[config.mk]
export PLATFORM = sky130hd
export DESIGN_NAME = mat_mul_ctrl
export DESIGN_NICKNAME = d
export VERILOG_FILES = /design/src/rtl/mat_mul_pkg.sv /design/src/rtl/mat_mul_agu_cnt.sv /design/src/rtl/mat_mul_ctrl.sv
export SDC_FILE = /design/constraint.sdc
export NUM_CORES = 1
export LEC_CHECK = 0
export CAP_MARGIN = 30
export CORE_MARGIN = 1.5
export CORE_UTILIZATION = 50
export DETAILED_ROUTE_END_ITERATION = 8
export PLACE_DENSITY = 0.81
export SKIP_CTS_REPAIR_TIMING = 1
export SLEW_MARGIN = 20
export SYNTH_ARGS = -nofsm -noshare
export SYNTH_HDL_FRONTEND = slang
export SYNTH_HIERARCHICAL = 1
export SYNTH_SLANG_ARGS = --single-unit
[constraint.sdc]
create_clock -name s00_axi_aclk -period 3.4 [get_ports s00_axi_aclk]
set_input_delay 0.68 -clock s00_axi_aclk [delete_from_list [all_inputs] [get_ports s00_axi_aclk]]
set_output_delay 0.68 -clock s00_axi_aclk [all_outputs]
set_load 0.005 [all_outputs]
[src/rtl/mat_mul_pkg.sv]
// mat_mul_pkg: state encoding plus sizing and pipeline-latency constants for the matrix-multiply controller.
package mat_mul_pkg;
    typedef enum logic [2:0] {
        S_IDLE,
        S_LOAD,
        S_CALC,
        S_FLUSH,
        S_OUT_FETCH,
        S_OUT_SEND
    } state_t;

    localparam int DEF_DIM_LOG = 1;
    localparam int BRAM_RD_LAT = 1;
    localparam int MAC_PIPE    = 2;

    function automatic int size_log(input int dim_log);
        return 2 * dim_log;
    endfunction
endpackage

[src/rtl/mat_mul_agu_cnt.sv]
// mat_mul_agu_cnt: nested i/j/k product-loop counter (k innermost) with wrap flags.
module mat_mul_agu_cnt
    import mat_mul_pkg::*;
#(
    parameter int DIM_LOG = DEF_DIM_LOG
) (
    input  logic               clk,
    input  logic               rst,
    input  logic               clr,
    input  logic               en,
    output logic [DIM_LOG-1:0] i,
    output logic [DIM_LOG-1:0] j,
    output logic [DIM_LOG-1:0] k,
    output logic               k_last,
    output logic               last
);
    logic [3*DIM_LOG-1:0] idx;

    always_ff @(posedge clk)
        idx <= (rst || clr) ? '0 : en ? idx + (3*DIM_LOG)'(1) : idx;

    assign {i, j, k} = idx;
    assign k_last    = &k;
    assign last      = &idx;
endmodule

[src/rtl/mat_mul_ctrl.sv]
// mat_mul_ctrl: load / i-j-k calculate / stream-out sequencer for the matrix-multiply accelerator.
// Define MAT_MUL_CTRL_PERF_CNT_EN to add the calc_cycles performance counter output.
module mat_mul_ctrl
    import mat_mul_pkg::*;
#(
    parameter int DIM_LOG  = DEF_DIM_LOG,
    parameter int SIZE_LOG = size_log(DIM_LOG)
) (
    input  logic                s00_axi_aclk,
    input  logic                s00_axi_aresetn,
    input  logic                sel,
    input  logic                start,
    input  logic                s00_axis_tvalid,
    input  logic                s00_axis_tlast,
    output logic                s00_axis_tready,
    input  logic                m00_axis_tready,
    output logic                m00_axis_tvalid,
    output logic                m00_axis_tlast,
    output logic                en_A,
    output logic                rw_A,
    output logic [SIZE_LOG-1:0] addr_A,
    output logic                en_B,
    output logic                rw_B,
    output logic [SIZE_LOG-1:0] addr_B,
    output logic                en_R,
    output logic                rw_R,
    output logic [SIZE_LOG-1:0] addr_R,
    output logic                mac_clear,
    output logic                mac_en,
    output logic                busy,
    output logic                done,
    output logic                load_err
`ifdef MAT_MUL_CTRL_PERF_CNT_EN
    ,
    output logic [31:0]         calc_cycles
`endif
);
    localparam int IJW = 2 * DIM_LOG;
    localparam logic [SIZE_LOG-1:0] FLUSH_LAST = SIZE_LOG'(MAC_PIPE - 1);

    state_t st, nxt;
    logic [SIZE_LOG-1:0] cnt;
    logic sel_q, calc, ld_a, ld_b, k_last, last_issue;
    logic [DIM_LOG-1:0] i, j, k;
    logic [BRAM_RD_LAT-1:0] mac_en_sr, mac_clr_sr;
    logic [MAC_PIPE-1:0] wr_sr;
    logic [MAC_PIPE-1:0][IJW-1:0] ij_sr;

    assign calc = st == S_CALC;
    assign ld_a = st == S_LOAD && s00_axis_tvalid && !sel_q;
    assign ld_b = st == S_LOAD && s00_axis_tvalid && sel_q;
    assign mac_en    = mac_en_sr[BRAM_RD_LAT-1];
    assign mac_clear = mac_clr_sr[BRAM_RD_LAT-1];

    mat_mul_agu_cnt #(.DIM_LOG(DIM_LOG)) u_agu (
        .clk    (s00_axi_aclk),
        .rst    (!s00_axi_aresetn),
        .clr    (st == S_IDLE),
        .en     (calc),
        .i      (i),
        .j      (j),
        .k      (k),
        .k_last (k_last),
        .last   (last_issue)
    );

    always_ff @(posedge s00_axi_aclk)
        st <= !s00_axi_aresetn ? S_IDLE : nxt;

    always_comb begin
        nxt             = st;
        busy            = st != S_IDLE;
        s00_axis_tready = st == S_LOAD;
        m00_axis_tvalid = st == S_OUT_SEND;
        m00_axis_tlast  = st == S_OUT_SEND && &cnt;
        en_A            = calc || ld_a;
        rw_A            = ld_a;
        addr_A          = calc ? {i, k} : (st == S_LOAD && !sel_q) ? cnt : '0;
        en_B            = calc || ld_b;
        rw_B            = ld_b;
        addr_B          = calc ? {k, j} : (st == S_LOAD && sel_q) ? cnt : '0;
        en_R            = wr_sr[MAC_PIPE-1] || st == S_OUT_FETCH;
        rw_R            = wr_sr[MAC_PIPE-1];
        addr_R          = wr_sr[MAC_PIPE-1] ? ij_sr[MAC_PIPE-1] :
                          (st == S_OUT_FETCH || st == S_OUT_SEND) ? cnt : '0;
        unique case (st)
            S_IDLE:      nxt = s00_axis_tvalid ? S_LOAD : start ? S_CALC : S_IDLE;
            S_LOAD:      nxt = (s00_axis_tvalid && (&cnt || s00_axis_tlast)) ? S_IDLE : S_LOAD;
            S_CALC:      nxt = last_issue ? S_FLUSH : S_CALC;
            S_FLUSH:     nxt = cnt == FLUSH_LAST ? S_OUT_FETCH : S_FLUSH;
            S_OUT_FETCH: nxt = S_OUT_SEND;
            S_OUT_SEND:  nxt = m00_axis_tready ? (&cnt ? S_IDLE : S_OUT_FETCH) : S_OUT_SEND;
            default:     nxt = S_IDLE;
        endcase
    end

    // cnt serves as load beat count, flush timer and output address in turn
    always_ff @(posedge s00_axi_aclk) begin
        if (!s00_axi_aresetn) begin
            cnt        <= '0;
            sel_q      <= 1'b0;
            load_err   <= 1'b0;
            done       <= 1'b0;
            mac_en_sr  <= '0;
            mac_clr_sr <= '0;
            wr_sr      <= '0;
            ij_sr      <= '0;
        end else begin
            mac_en_sr  <= BRAM_RD_LAT'({mac_en_sr, calc});
            mac_clr_sr <= BRAM_RD_LAT'({mac_clr_sr, calc && k == '0});
            wr_sr      <= MAC_PIPE'({wr_sr, calc && k_last});
            ij_sr      <= (MAC_PIPE * IJW)'({ij_sr, i, j});
            done       <= st == S_OUT_SEND && m00_axis_tready && &cnt;
            if (st == S_IDLE && s00_axis_tvalid)
                sel_q <= sel;
            if (st == S_LOAD && s00_axis_tvalid)
                load_err <= load_err || (&cnt != s00_axis_tlast);
            if (st == S_IDLE || (st == S_FLUSH && cnt == FLUSH_LAST))
                cnt <= '0;
            else if ((st == S_LOAD && s00_axis_tvalid) || st == S_FLUSH ||
                     (st == S_OUT_SEND && m00_axis_tready))
                cnt <= cnt + SIZE_LOG'(1);
        end
    end

`ifdef MAT_MUL_CTRL_PERF_CNT_EN
    always_ff @(posedge s00_axi_aclk)
        if (!s00_axi_aresetn || (st == S_IDLE && nxt == S_CALC))
            calc_cycles <= '0;
        else if (st == S_CALC || st == S_FLUSH)
            calc_cycles <= calc_cycles + 32'd1;
`endif
endmodule

==> flow_results.org, run 1 <==
** Outcome
- The run finished with clean final reports.

** Finish
- In the final layout, the multi-input gates occupy 555.5 um^2.
- Diode count :: 0
- Total number of nets in the final design :: approximately 140
- FF+latch area :: approximately 380 um^2
- In the final layout, the share of cells above drive strength 1 is between 10% and 20%.
- Area delta synth->final :: 28.36%
- Final cell count without fillers :: 155
- The layout has ~150 filler cells.
- Cells fill slightly above 70% of the core in the end.
- The finished cells cover ~0.0013 mm^2.

** GRT
- The number of antenna violations at the first check in global routing came to 0.
- Via count of the first global-routing pass :: roughly 700
- Met1 demand-to-capacity share in global routing :: about a quarter
- Met3 GRT Util :: around 7.5%
- In the global route stage, met2 resource usage came out at around 33%.
- Global-route wire length before repair :: between 3 and 4 mm
- Entering global routing, the biggest net connects 16 pins.
- Global routing used 19.97% of the available tracks across all layers.
- For this run the aggregate overflow at the end of global routing stands at 0.
- The layer flagged by global routing as most heavily used is met2.

** Clock tree
- TritonCTS created 3 clock buffers.
- Depth of the CTS H-tree :: 1
- Clock-pin slew was measured on the worst setup and hold paths at around 0.10 ns.
- For the worst-skew pair, the clock arrives at the later sink with an insertion delay of about 0.30 ns.
- The cell sitting at the root of the clock tree is a sky130_fd_sc_hd__clkbuf_4.
- Bufs on Longest Clock Path :: 2
- Clk sink count :: 19
- TritonCTS built the clock tree.

** Logic synthesis
- After technology mapping, the gate count stands at roughly 100.
- Sequential element share of the synthesized area :: a little under two fifths
- During synthesis, Yosys emitted a total of 6 warnings.
- Yosys top cell area share :: a little under two fifths
- The synthesized design spends more area on one cell type than any other, namely sky130_fd_sc_hd__dfxtp_1.
- The synthesized netlist occupies a cell area of 997.2 um^2.
- In this run the mean area of a mapped cell was 9.589 um^2.
- The netlist uses between 40 and 50 different library cells.
- Synth area leaders :: sky130_fd_sc_hd__dfxtp_1 (38%), sky130_fd_sc_hd__ha_1 (6.3%), sky130_fd_sc_hd__and2_1 (3.8%)
- When the netlist entered floorplanning its net count stood at 116.
- Register bit total from synthesis :: 19

** Placement
- At the end of routability-driven placement, the weighted congestion stood at around 0.7.
- Counting tap cells, the placed design contains a total of about 150 instances.
- Timing analysis after detailed placement gives a worst setup slack of 0.5906 ns.
- Half-perimeter wire length after placement :: 1.411 mm
- In this run the tool buffered the top-level ports with 26 buffer cells.
- Placed standard-cell area :: roughly 0.0013 mm^2

** Route
- Before antenna repair, the detailed router went through 3 iterations.
- ANT nets after route :: 0
- Total via count after detailed routing :: 789
- First DRT Iteration DRCs :: 7
- Mean number of vias per cell :: 5.090
- Overall routed net length :: between 1.5 and 2 mm
- WL per Instance :: 12.49 um
- Number of DRC violations after detailed routing :: 0

** Timing
- Setup repair after global routing left no endpoint under its margin.
- Final hold vios :: 0
- Hold timing on the final database bottoms out at a slack of ~0.44 ns.
- For the finished layout, the period the worst path requires is roughly 3.0 ns.
- For the pin with the worst max-slew slack, the measured transition is between 0.5 and 0.6 ns.
- Summed over all failing endpoints, the final setup total negative slack is 0 ns.
- The worst pin sits at a relative slew slack of between 60% and 70%.
- Setup violations remaining at the end of the flow were counted as 0.
- Dividing the final minimum period by the clock period gives about nine tenths.
- Clock Skews :: about 0.011 ns
- Final Worst Setup Slack :: approximately 0.41 ns
- Final max-slew violation count :: 0
- For this run, the top clock speed supported by timing is between 0.3 and 0.4 GHz.

** Die
- The core region is 0.001802 mm^2.
- The die is 47.66 um wide.
- Rows :: 15
- For this configuration, the core starts out at a cell density of 55.35%.
- The floorplan step set the die height to between 40 and 50 um.
- During I/O placement, the number of pins put on the boundary was 27.
- Die outline area :: between 0.002 and 0.0025 mm^2

** Pwr
- The clock network is responsible for around 26% of the overall power.
- For this design the total switching power over the nets is between 0.1 and 0.15 mW.
- Leakage power :: between 0.5 and 0.6 nW
- Internal power :: approximately 0.33 mW
- The share of total power dissipated in combinational logic is between 20% and 30%.
- Total power for the finished layout comes to between 0.4 and 0.5 mW.
- Per report_power, the sequential group accounts for between 50% and 60% of the total.
- In this run switching power makes up between 20% and 30% of total power.
- VDD sags by at most approximately 0.25 mV.
- Power Dens Cells :: about 350 mW/mm^2

** Min path
- Along the worst hold path, the cell count comes to 1.
- The startpoint identified for the worst hold timing path is wr_sr[0].
- The min-delay analysis places its worst path in the category flip-flop to flip-flop.
- Worst Hold Endpoint :: wr_sr[1]

** Critical path
- Arrival time of the worst setup path :: roughly 2.3 ns
- Critical register-to-register path endpoint :: u_agu/idx[1]
- Worst setup path class :: flip-flop to output port
- Setup slack on the worst reg-to-reg path comes out at approximately 1.8 ns.
- Cell-by-cell listing of the critical path :: nor3b_4 -> nand2_1 -> o31ai_1 -> clkdlybuf4s50_1
- For this run, the slowest stage of the critical path takes between 0.6 and 0.7 ns.
- Critical register-to-register path startpoint :: st[1]
- STA puts the critical path data required time at 2.72 ns.
- Top delay family on crit path :: simple AND/OR/NAND/NOR gates
- Of all nets on the critical path, the largest fanout is 15.
- STA classifies the critical path endpoint as an output port.
- Cell depth of the worst flop-to-flop path :: 3
- The worst setup path is launched from a flip-flop.
- Library cell contributing the largest single delay on the critical path :: sky130_fd_sc_hd__dfxtp_1
- Sum of buffers and inverters on the critical path :: 1

** Job
- Number of violations of the max-capacitance limit :: 0
-- cell usage after synthesis, drive strengths merged --
| cell type | instances |
|---|---|
| a32o | 1 |
| buf | 4 |
| a31oi | 1 |
| xnor2 | 2 |
| nor4 | 1 |
| nand3b | 2 |
| a21oi | 2 |
| and2b | 3 |
| nor2 | 6 |
| a211oi | 2 |
| o31ai | 2 |
| nand2 | 8 |
| a22o | 1 |
| o21ai | 3 |
| o32a | 1 |
| nand3 | 1 |
| and3 | 3 |
| a22oi | 1 |
| and2 | 8 |
| or3 | 1 |
| or2 | 2 |
| dfxtp | 19 |
| o21bai | 2 |
| nand2b | 2 |
| nand4b | 1 |
| nor2b | 2 |
| ha | 5 |
| inv | 7 |
| o21a | 1 |
| a21boi | 2 |
| nor3b | 2 |
| nor3 | 3 |
| mux2i | 3 |
-- worst max path at each step --
stage / start / endpoint / slack (ns) / cells past startpoint
2_1_floorplan: st[0] / en_A / 1.63 / 4
3_3_place_gp: s00_axis_tvalid / en_B / 0.64 / 5
3_5_place_dp: s00_axis_tvalid / en_B / 0.59 / 5
4_1_cts: st[1] / addr_B[1] / 0.40 / 4
5_1_grt: st[1] / addr_B[1] / 0.23 / 4
6_report: st[1] / addr_B[1] / 0.41 / 4
-- area by class of cell --
| type | instances | area share [%] |
|---|---|---|
| timing repair buffer | 26 | 20.33 |
| multi-input combinational | 74 | 43.40 |
| inverter | 7 | 2.053 |
| clock buffer | 4 | 2.053 |
| sequential | 19 | 29.72 |
| tap | 25 | 2.444 |
-- cells by family after synthesis --
logic type                 count (synthesis)  synth area share [%]
adders and majority gates                  5                 6.274
muxes                                      3                 3.011
DFF                                       19                 38.14
buffers and inverters                     11                 6.147
AOI/OAI and AO/OA                         19                 15.56
and+or+nand+nor                           45                 29.11
xor gates and xnor gates                   2                 1.757
-- placed cells by master, fill, tap and decap left out, drive strengths merged --
master / n
o21a: 1
o32a: 1
xnor2: 2
o21ai: 3
nand2: 8
and3: 3
mux2i: 3
a211oi: 2
a31oi: 1
a21boi: 2
ha: 5
inv: 7
a22oi: 1
o31ai: 2
a22o: 1
or2: 2
a32o: 1
nand2b: 2
or3: 1
nor4: 1
nor3b: 2
nor2b: 2
clkdlybuf4s50: 26
dfxtp: 19
and2: 8
nor3: 3
nand4b: 1
nand3: 1
nand3b: 2
a21oi: 2
nor2: 6
o21bai: 2
clkbuf: 4
and2b: 3
-- routing by layer --
metal | up-vias | share of wire, %
li1 | 412 | -
met1 | 354 | 50
met2 | 21 | 44
met3 | 2 | 4.9
met4 | 0 | 0.52
met5 | - | 0
-- state kept, by name, summed over array words and instances, names as in the netlist --
| name | count |
|---|---|
| cnt | 2 |
| u_agu/idx | 3 |
| sel_q | 1 |
| mac_clear | 1 |
| ij_sr | 4 |
| st | 3 |
| load_err | 1 |
| done | 1 |
| wr_sr | 2 |
| mac_en | 1 |
-- worst reg2reg max path: cells and delay by family, from the launching register on --
kind / cells / cell delay (ns)
muxes: 1 / 0.24
DFF: 1 / 0.65
and+or+nand+nor: 2 / 0.63
-- power groups by stage --
stage                     Combinational, mW  Sequential [mW]  Clock (mW)
after detailed placement             0.0927            0.249           0
after global routing                  0.103            0.246       0.131
final                                0.0930            0.244       0.116
after floorplan                      0.0638            0.242           0
after CTS                            0.0938            0.244       0.117
after global placement               0.0919            0.248           0
No activity file was read; power rests on OpenSTA's default activity.
==> inputs of run 2 (changes only) <==
--- a/config.mk
+++ b/config.mk
@@ -8,6 +8,7 @@
 export CAP_MARGIN = 30
 export CORE_MARGIN = 1.5
 export CORE_UTILIZATION = 50
+export CTS_BUF_LIST = sky130_fd_sc_hd__clkbuf_16
 export DETAILED_ROUTE_END_ITERATION = 8
 export PLACE_DENSITY = 0.81
 export SKIP_CTS_REPAIR_TIMING = 1
==> run 2 against run 1 <==
Global-route usage rose by 1.2 points. Sequential share of layout area fell by 1.2 points. Critical endpoint unchanged. Critical path depth did not move.
==> flow_results.org, run 2 (synthesis results as in run 1) <==
** GRT
- Global routing used 35.14% of the available met2 tracks.
- Global routing used a little over a quarter of the available met1 tracks.
- Summed over all layers, the global routing overflow is 0.
- For this run, global-route usage on met3 was measured as around 7.5%.
- Layer with the highest usage after global routing :: met2
- Entering global routing, the biggest net connects 16 pins.
- The number of global-route vias before repair was around 730.
- In the global route stage, overall resource usage came out at approximately a fifth.
- Global-route wire length before repair :: 3.284 mm
- The number of antenna violations at the first check in global routing is 0.

** Route
- In this run, the number of DRC markers left after iteration 0 of detailed routing was 13.
- Mean number of vias per cell :: about 5.1
- Number of DRC violations after detailed routing :: 0
- ANT nets after route :: 0
- Detailed routing inserted a total of 793 vias.
- WL per Instance :: between 10 and 15 um
- Drt first pass iters :: 3
- After detailed routing, the total wire length is 2.006 mm.

** Timing
- Final number of setup-violating endpoints :: 0
- The worst pin sits at a relative slew slack of 63.30%.
- Clock Skews :: 0.002011 ns
- The number of hold-slack violations in the final timing report was 0.
- Static timing analysis puts the maximum clock frequency at ~0.34 GHz.
- RSZ-0062 raised after global routing :: no
- Final critical-path required period :: roughly 2.9 ns
- Final max-slew violation count :: 0
- Final worst path period share :: 85.94%
- After routing, the total negative slack on setup checks comes to 0 ns.
- Transition at the pin with the smallest max-transition slack :: between 0.5 and 0.6 ns

** Pwr
- The analysis attributes to cell leakage a power of 0.5312 nW.
- For this design the total switching power over the nets is 0.1358 mW.
- For this design the ratio of total power to cell area is around 430 mW/mm^2.
- Net switching fraction of the power :: a little under a quarter
- Per report_power, the sequential group accounts for about 42% of the total.
- Clk pwr share :: between 40% and 50%
- Combinational logic is responsible for 16.1% of the overall power.
- IR drop worst, VDD :: 0.4731 mV
- The internal power of the cells totals ~0.44 mW.

** Clock tree
- The tree built by TritonCTS fans out to 19 sinks.
- The tree is rooted in a sky130_fd_sc_hd__clkbuf_16.
- TritonCTS built the clock tree.
- Clock slew seen by the registers of the worst setup and hold paths :: 0.05 ns
- Bufs on Longest Clock Path :: 2
- Depth of the CTS H-tree :: 1
- Clock tree synthesis inserted a total of 3 buffers.
- Clock latency reported for the late side of the worst-skew pair :: roughly 0.25 ns

** Finish
- The library cells used most frequently in the layout, excluding fill and tap cells, are sky130_fd_sc_hd__clkdlybuf4s50_1 (26), sky130_fd_sc_hd__dfxtp_1 (19), sky130_fd_sc_hd__nand2_1 (8), sky130_fd_sc_hd__inv_1 (7).
- Cells fill between 70% and 80% of the core in the end.
- The largest registers in the layout are ij_sr x4, st x3, u_agu/idx x3.
- Area delta synth->final :: 33.63%
- Flip-flop count of the largest register, all copies and words added :: 4
- Top register by number of flip-flops :: ij_sr
- Layout cell share with drive strength beyond 1 :: between 10% and 20%
- At the end of the flow, the number of nets in the layout was 143.
- Leaving out fill and tap cells, the most frequent cell in the layout is sky130_fd_sc_hd__clkdlybuf4s50_1.
- The finished cells cover roughly 0.0013 mm^2.
- The number of antenna diodes in the final layout is 0.

** Critical path
- Critical path data required time :: approximately 2.7 ns
- Largest fanout on the critical path :: 15
- Worst setup path class :: flip-flop to output port
- The worst setup path is launched from a flip-flop.
- STA classifies the critical path endpoint as an output port.
- Data arrives at the worst endpoint at about 2.2 ns.

** Die
- Floorplan die height :: roughly 48 um
- Die outline area :: 0.002271 mm^2
- The initialized floorplan defines 15 standard-cell rows.
- Horizontal extent of the die :: 47.66 um
- The floorplan step defined a core boundary enclosing between 0.0015 and 0.002 mm^2.
- Initial core utilization :: between 50% and 60%
- In this run the count of I/O pins placed on the die edge is 27.

** Placement
- At the end of routability-driven placement, the weighted congestion stood at around 0.72.
- Half-perimeter wire length after placement :: between 1 and 1.5 mm
- The count of buffers added on input and output ports is 26.
- Summing all placed instances gives a cell area of approximately 0.0013 mm^2.

** Job
- Across the run, the number of max-cap violations was 0.

** Outcome
- The flow ran to the end, and the final reports show no timing, DRC or antenna violations.

** Min path
- The min-delay analysis places its worst path in the category flip-flop to flip-flop.
-- run 2: final timing paths --
| kind | startpoint | endpoint | slack (ns) | cells past startpoint |
|---|---|---|---|---|
| max | st[1] | addr_B[1] | 0.48 | 4 |
| min reg2reg | wr_sr[0] | wr_sr[1] | 0.43 | 1 |
| max reg2reg | st[1] | u_agu/idx[2] | 1.70 | 3 |
| min | wr_sr[0] | wr_sr[1] | 0.43 | 1 |
-- run 2: per-stage QoR --
step	std cells	hold WS [ns]	total power [mW]	setup slack (ns)
floorplan	104	0.4118	0.3054	1.633
global placement	151	0.4179	0.3404	0.6392
detailed placement	151	0.4206	0.3415	0.5906
CTS	155	0.4333	0.5830	0.4560
global route	155	0.4453	0.6037	0.2903
finish	155	0.4300	0.5768	0.4780
-- run 2: worst max-delay path: stages, from the launching register on --
cell and delay, ns:
sky130_fd_sc_hd__dfxtp_1 0.64, sky130_fd_sc_hd__nor3b_4 0.56, sky130_fd_sc_hd__nand2_1 0.15, sky130_fd_sc_hd__o31ai_1 0.10
sky130_fd_sc_hd__clkdlybuf4s50_1 0.54
-- run 2: final cells by class --
cell class	instances	area (um^2)
clock buffers	3	75.07
clock inverters	1	3.754
fillers	141	469.2
inverters	7	26.28
multi-input cells	74	555.5
flip-flops and latches	19	380.4
well taps	25	31.28
repair buffers	26	260.3
-- run 2: power groups by stage --
stage                     Clock [mW]  Sequential [mW]  Combinational (mW)
final                          0.239            0.245              0.0931
after detailed placement           0            0.249              0.0927
after global routing           0.255            0.246               0.103
after CTS                      0.244            0.244              0.0942
after floorplan                    0            0.242              0.0638
after global placement             0            0.248              0.0919
-- run 2: layer usage --
layer	wire length (um)	share of wire [%]
met1	944	47
met4	4	0.20
met2	957	48
met5	0	0
met3	100	5.0
==> inputs of run 3 (changes only) <==
--- a/config.mk
+++ b/config.mk
@@ -6,11 +6,13 @@
 export NUM_CORES = 1
 export LEC_CHECK = 0
 export CAP_MARGIN = 30
+export CELL_PAD_IN_SITES_DETAIL_PLACEMENT = 0
+export CELL_PAD_IN_SITES_GLOBAL_PLACEMENT = 1
 export CORE_MARGIN = 1.5
-export CORE_UTILIZATION = 50
+export CORE_UTILIZATION = 38
 export CTS_BUF_LIST = sky130_fd_sc_hd__clkbuf_16
 export DETAILED_ROUTE_END_ITERATION = 8
-export PLACE_DENSITY = 0.81
+export PLACE_DENSITY = 0.82
 export SKIP_CTS_REPAIR_TIMING = 1
 export SLEW_MARGIN = 20
 export SYNTH_ARGS = -nofsm -noshare
==> run 3 against run 2 <==
Utilization is 20 points lower. Setup slack improved by 0.080 ns. Maximum frequency is 2.8% higher. Final area increased by 1.1%. Clock power shrank 2%. First-iteration DRC count fell by 62%. Critical path depth grew 1. Worst hold slack improved by 0.0020 ns. Sequential share of layout area is 0.32 points lower. Via count up 1.4%. Routed wire length fell by 1.3%. Largest power group unchanged.
==> flow_results.org, run 3 (synthesis results as in run 1) <==
** Die
- Die outline area :: 0.002940 mm^2
- After floorplanning, the core was sized to cover around 0.0025 mm^2.
- Floorplan die height :: around 54 um
- Pin placement for this block handled 27 I/O pins.
- Initial core utilization :: 40.25%
- The die is around 54 um wide.
- The initialized floorplan defines 18 standard-cell rows.

** Clock tree
- CTS placed an instance of sky130_fd_sc_hd__clkbuf_16 at the clock tree root.
- Clk sink count :: 19
- Counting along the longest clock path gives a buffer depth of 2.
- TritonCTS clock tree :: built
- After clock tree synthesis, the clock-pin slew on the worst setup and hold paths is about 0.050 ns.
- Clock latency reported for the late side of the worst-skew pair :: roughly 0.24 ns
- Clock tree synthesis inserted a total of 3 buffers.
- Depth of the CTS H-tree :: 1

** Finish
- Cells with a size suffix above 1 make up 11.45% of the layout.
- Area delta synth->final :: 35.13%
- Counting the fill cells in the layout gives ~240.
- The register with the most flip-flops in the layout has 4 of them.
- Leaving out fill and tap cells, the most frequent cell in the layout is sky130_fd_sc_hd__clkdlybuf4s50_1.
- More flip-flops sit in one register than any other, and that register is ij_sr.
- Largest regs :: ij_sr x4, st x3, u_agu/idx x3
- The number of antenna diodes in the final layout is 0.
- FF+latch area :: between 300 and 400 um^2
- Total number of nets in the final design :: roughly 140
- Summing all multi-input logic gate instances after layout gives 555.5 um^2.
- Leaving out fill and tap cells, the most frequent cells in the layout are sky130_fd_sc_hd__clkdlybuf4s50_1 (26), sky130_fd_sc_hd__dfxtp_1 (19), sky130_fd_sc_hd__nand2_1 (8).

** Pwr
- IR drop worst, VDD :: 0.2597 mV
- Power spread over the standard cell area amounts to around 420 mW/mm^2.
- Summed over all cells, the static leakage comes to around 0.54 nW.

** Placement
- Summed over all nets, the half-perimeter wirelength after detailed placement is around 1.5 mm.
- The count of buffers added on input and output ports is 26.
- Post-placement worst setup slack :: between 0.5 and 0.6 ns
- GP Congestion :: ~0.77

** Route
- The first detailed-routing pass took 4 iterations.
- WL per Instance :: about 12 um
- First DRT Iteration DRCs :: 5
- Number of DRC violations after detailed routing :: 0
- Summed over all layers, the routed wires come to roughly 2.0 mm.
- Total via count after detailed routing :: about 800
- Dividing the detail-routed via count by the number of cells gives ~5.
- Once detail routing completed, the nets flagged for antenna violations numbered 0.

** Timing
- RSZ-0062 raised after global routing :: no
- Final critical-path required period :: 2.842 ns
- Transition at the pin with the smallest max-transition slack :: around 0.52 ns
- Setup violations remaining at the end of the flow were counted as 0.
- Final max-slew violation count :: 0
- Headroom to the max-slew limit :: ~65%
- Worst hold slack after final layout :: 0.4319 ns
- The worst path uses 83.60% of the clock period.
- The number of hold-slack violations in the final timing report came to 0.
- Once routing completed, OpenROAD measured the worst setup slack at about 0.56 ns.
- Total Neg Setup Slack :: 0 ns
- Derived from the worst setup path, the maximum achievable clock frequency is between 0.3 and 0.4 GHz.
- For the final database, setup skew stands at around 0.0024 ns.

** GRT
- Total grt overflow :: 0
- For this run, the total global-route usage over all layers was measured as between 10% and 20%.
- Entering global routing, the biggest net connects 15 pins.
- The number of global-route vias before repair was about 700.
- The first global-routing pass estimated 3.132 mm of wire.
- The number of antenna violations at the first check in global routing came to 0.

** Critical path
- Worst setup path class :: flip-flop to output port
- For the worst setup path, the data arrival time is ~2.2 ns.
- Along the worst path, the maximum fanout reaches 14.
- Type of element launching the critical path :: flip-flop
- STA classifies the critical path endpoint as an output port.
- At the worst endpoint, the required time is 2.72 ns.

** Job
- Number of violations of the max-capacitance limit :: 0

** Min path
- The min-delay analysis places its worst path in the category flip-flop to flip-flop.

** Outcome
- The run finished with clean final reports.
## run 3: changes by cell type in the layout (fill, tap and decap cells not counted), sizes merged
cell    delta
buf        +1
inv        -1
clkinv     +1
## run 3: final timing paths
kind / start / depth (start not counted) / end / slack, ns
setup reg to reg: cnt[0] / 7 / st[0] / 1.88
setup / recovery: st[0] / 5 / en_A / 0.56
hold / removal: wr_sr[0] / 1 / wr_sr[1] / 0.43
hold reg to reg: wr_sr[0] / 1 / wr_sr[1] / 0.43
## run 3: critical path, cell delays in order, from the launching register on
cell,delay [ns]
sky130_fd_sc_hd__dfxtp_1,0.63
sky130_fd_sc_hd__nor3b_4,0.35
sky130_fd_sc_hd__and2b_1,0.20
sky130_fd_sc_hd__and2_4,0.15
sky130_fd_sc_hd__or2_1,0.09
sky130_fd_sc_hd__clkdlybuf4s50_1,0.50
## run 3: where the power goes
part | switching, mW | leakage (nW) | internal [mW] | total [mW]
clock | 0.0767 | 0.0409 | 0.157 | 0.234
combinational | 0.0413 | 0.340 | 0.0560 | 0.0973
sequential | 0.0113 | 0.154 | 0.230 | 0.241
## run 3: layout make-up
| class | count | area share (%) |
|---|---|---|
| well taps | 30 | 2.786 |
| clock inverters | 1 | 0.3714 |
| clock buffers | 3 | 5.571 |
| multi-input cells | 74 | 41.23 |
| flip-flops and latches | 19 | 28.23 |
| inverters | 7 | 1.950 |
| repair buffers | 27 | 19.87 |
## run 3: through the flow
step           util [%]  cell area, um^2  cells  power, mW
6_report          54.39             1348    161     0.5723
5_1_grt           54.39             1348    161     0.5989
4_1_cts           54.39             1348    161     0.5798
3_5_place_dp      51.16             1267    157     0.3435
3_3_place_gp      51.16             1267    157     0.3423
2_1_floorplan         -            997.2    104     0.3054
## run 3: routing by layer
metal | vias to the layer above | part of all wire, % | GRT usage [%]
li1 | 411 | - | -
met1 | 375 | 46 | 18.64
met2 | 16 | 49 | 26.10
met3 | 2 | 4.2 | 3.005
met4 | 0 | 1.4 | 6.250
met5 | - | 0 | 0
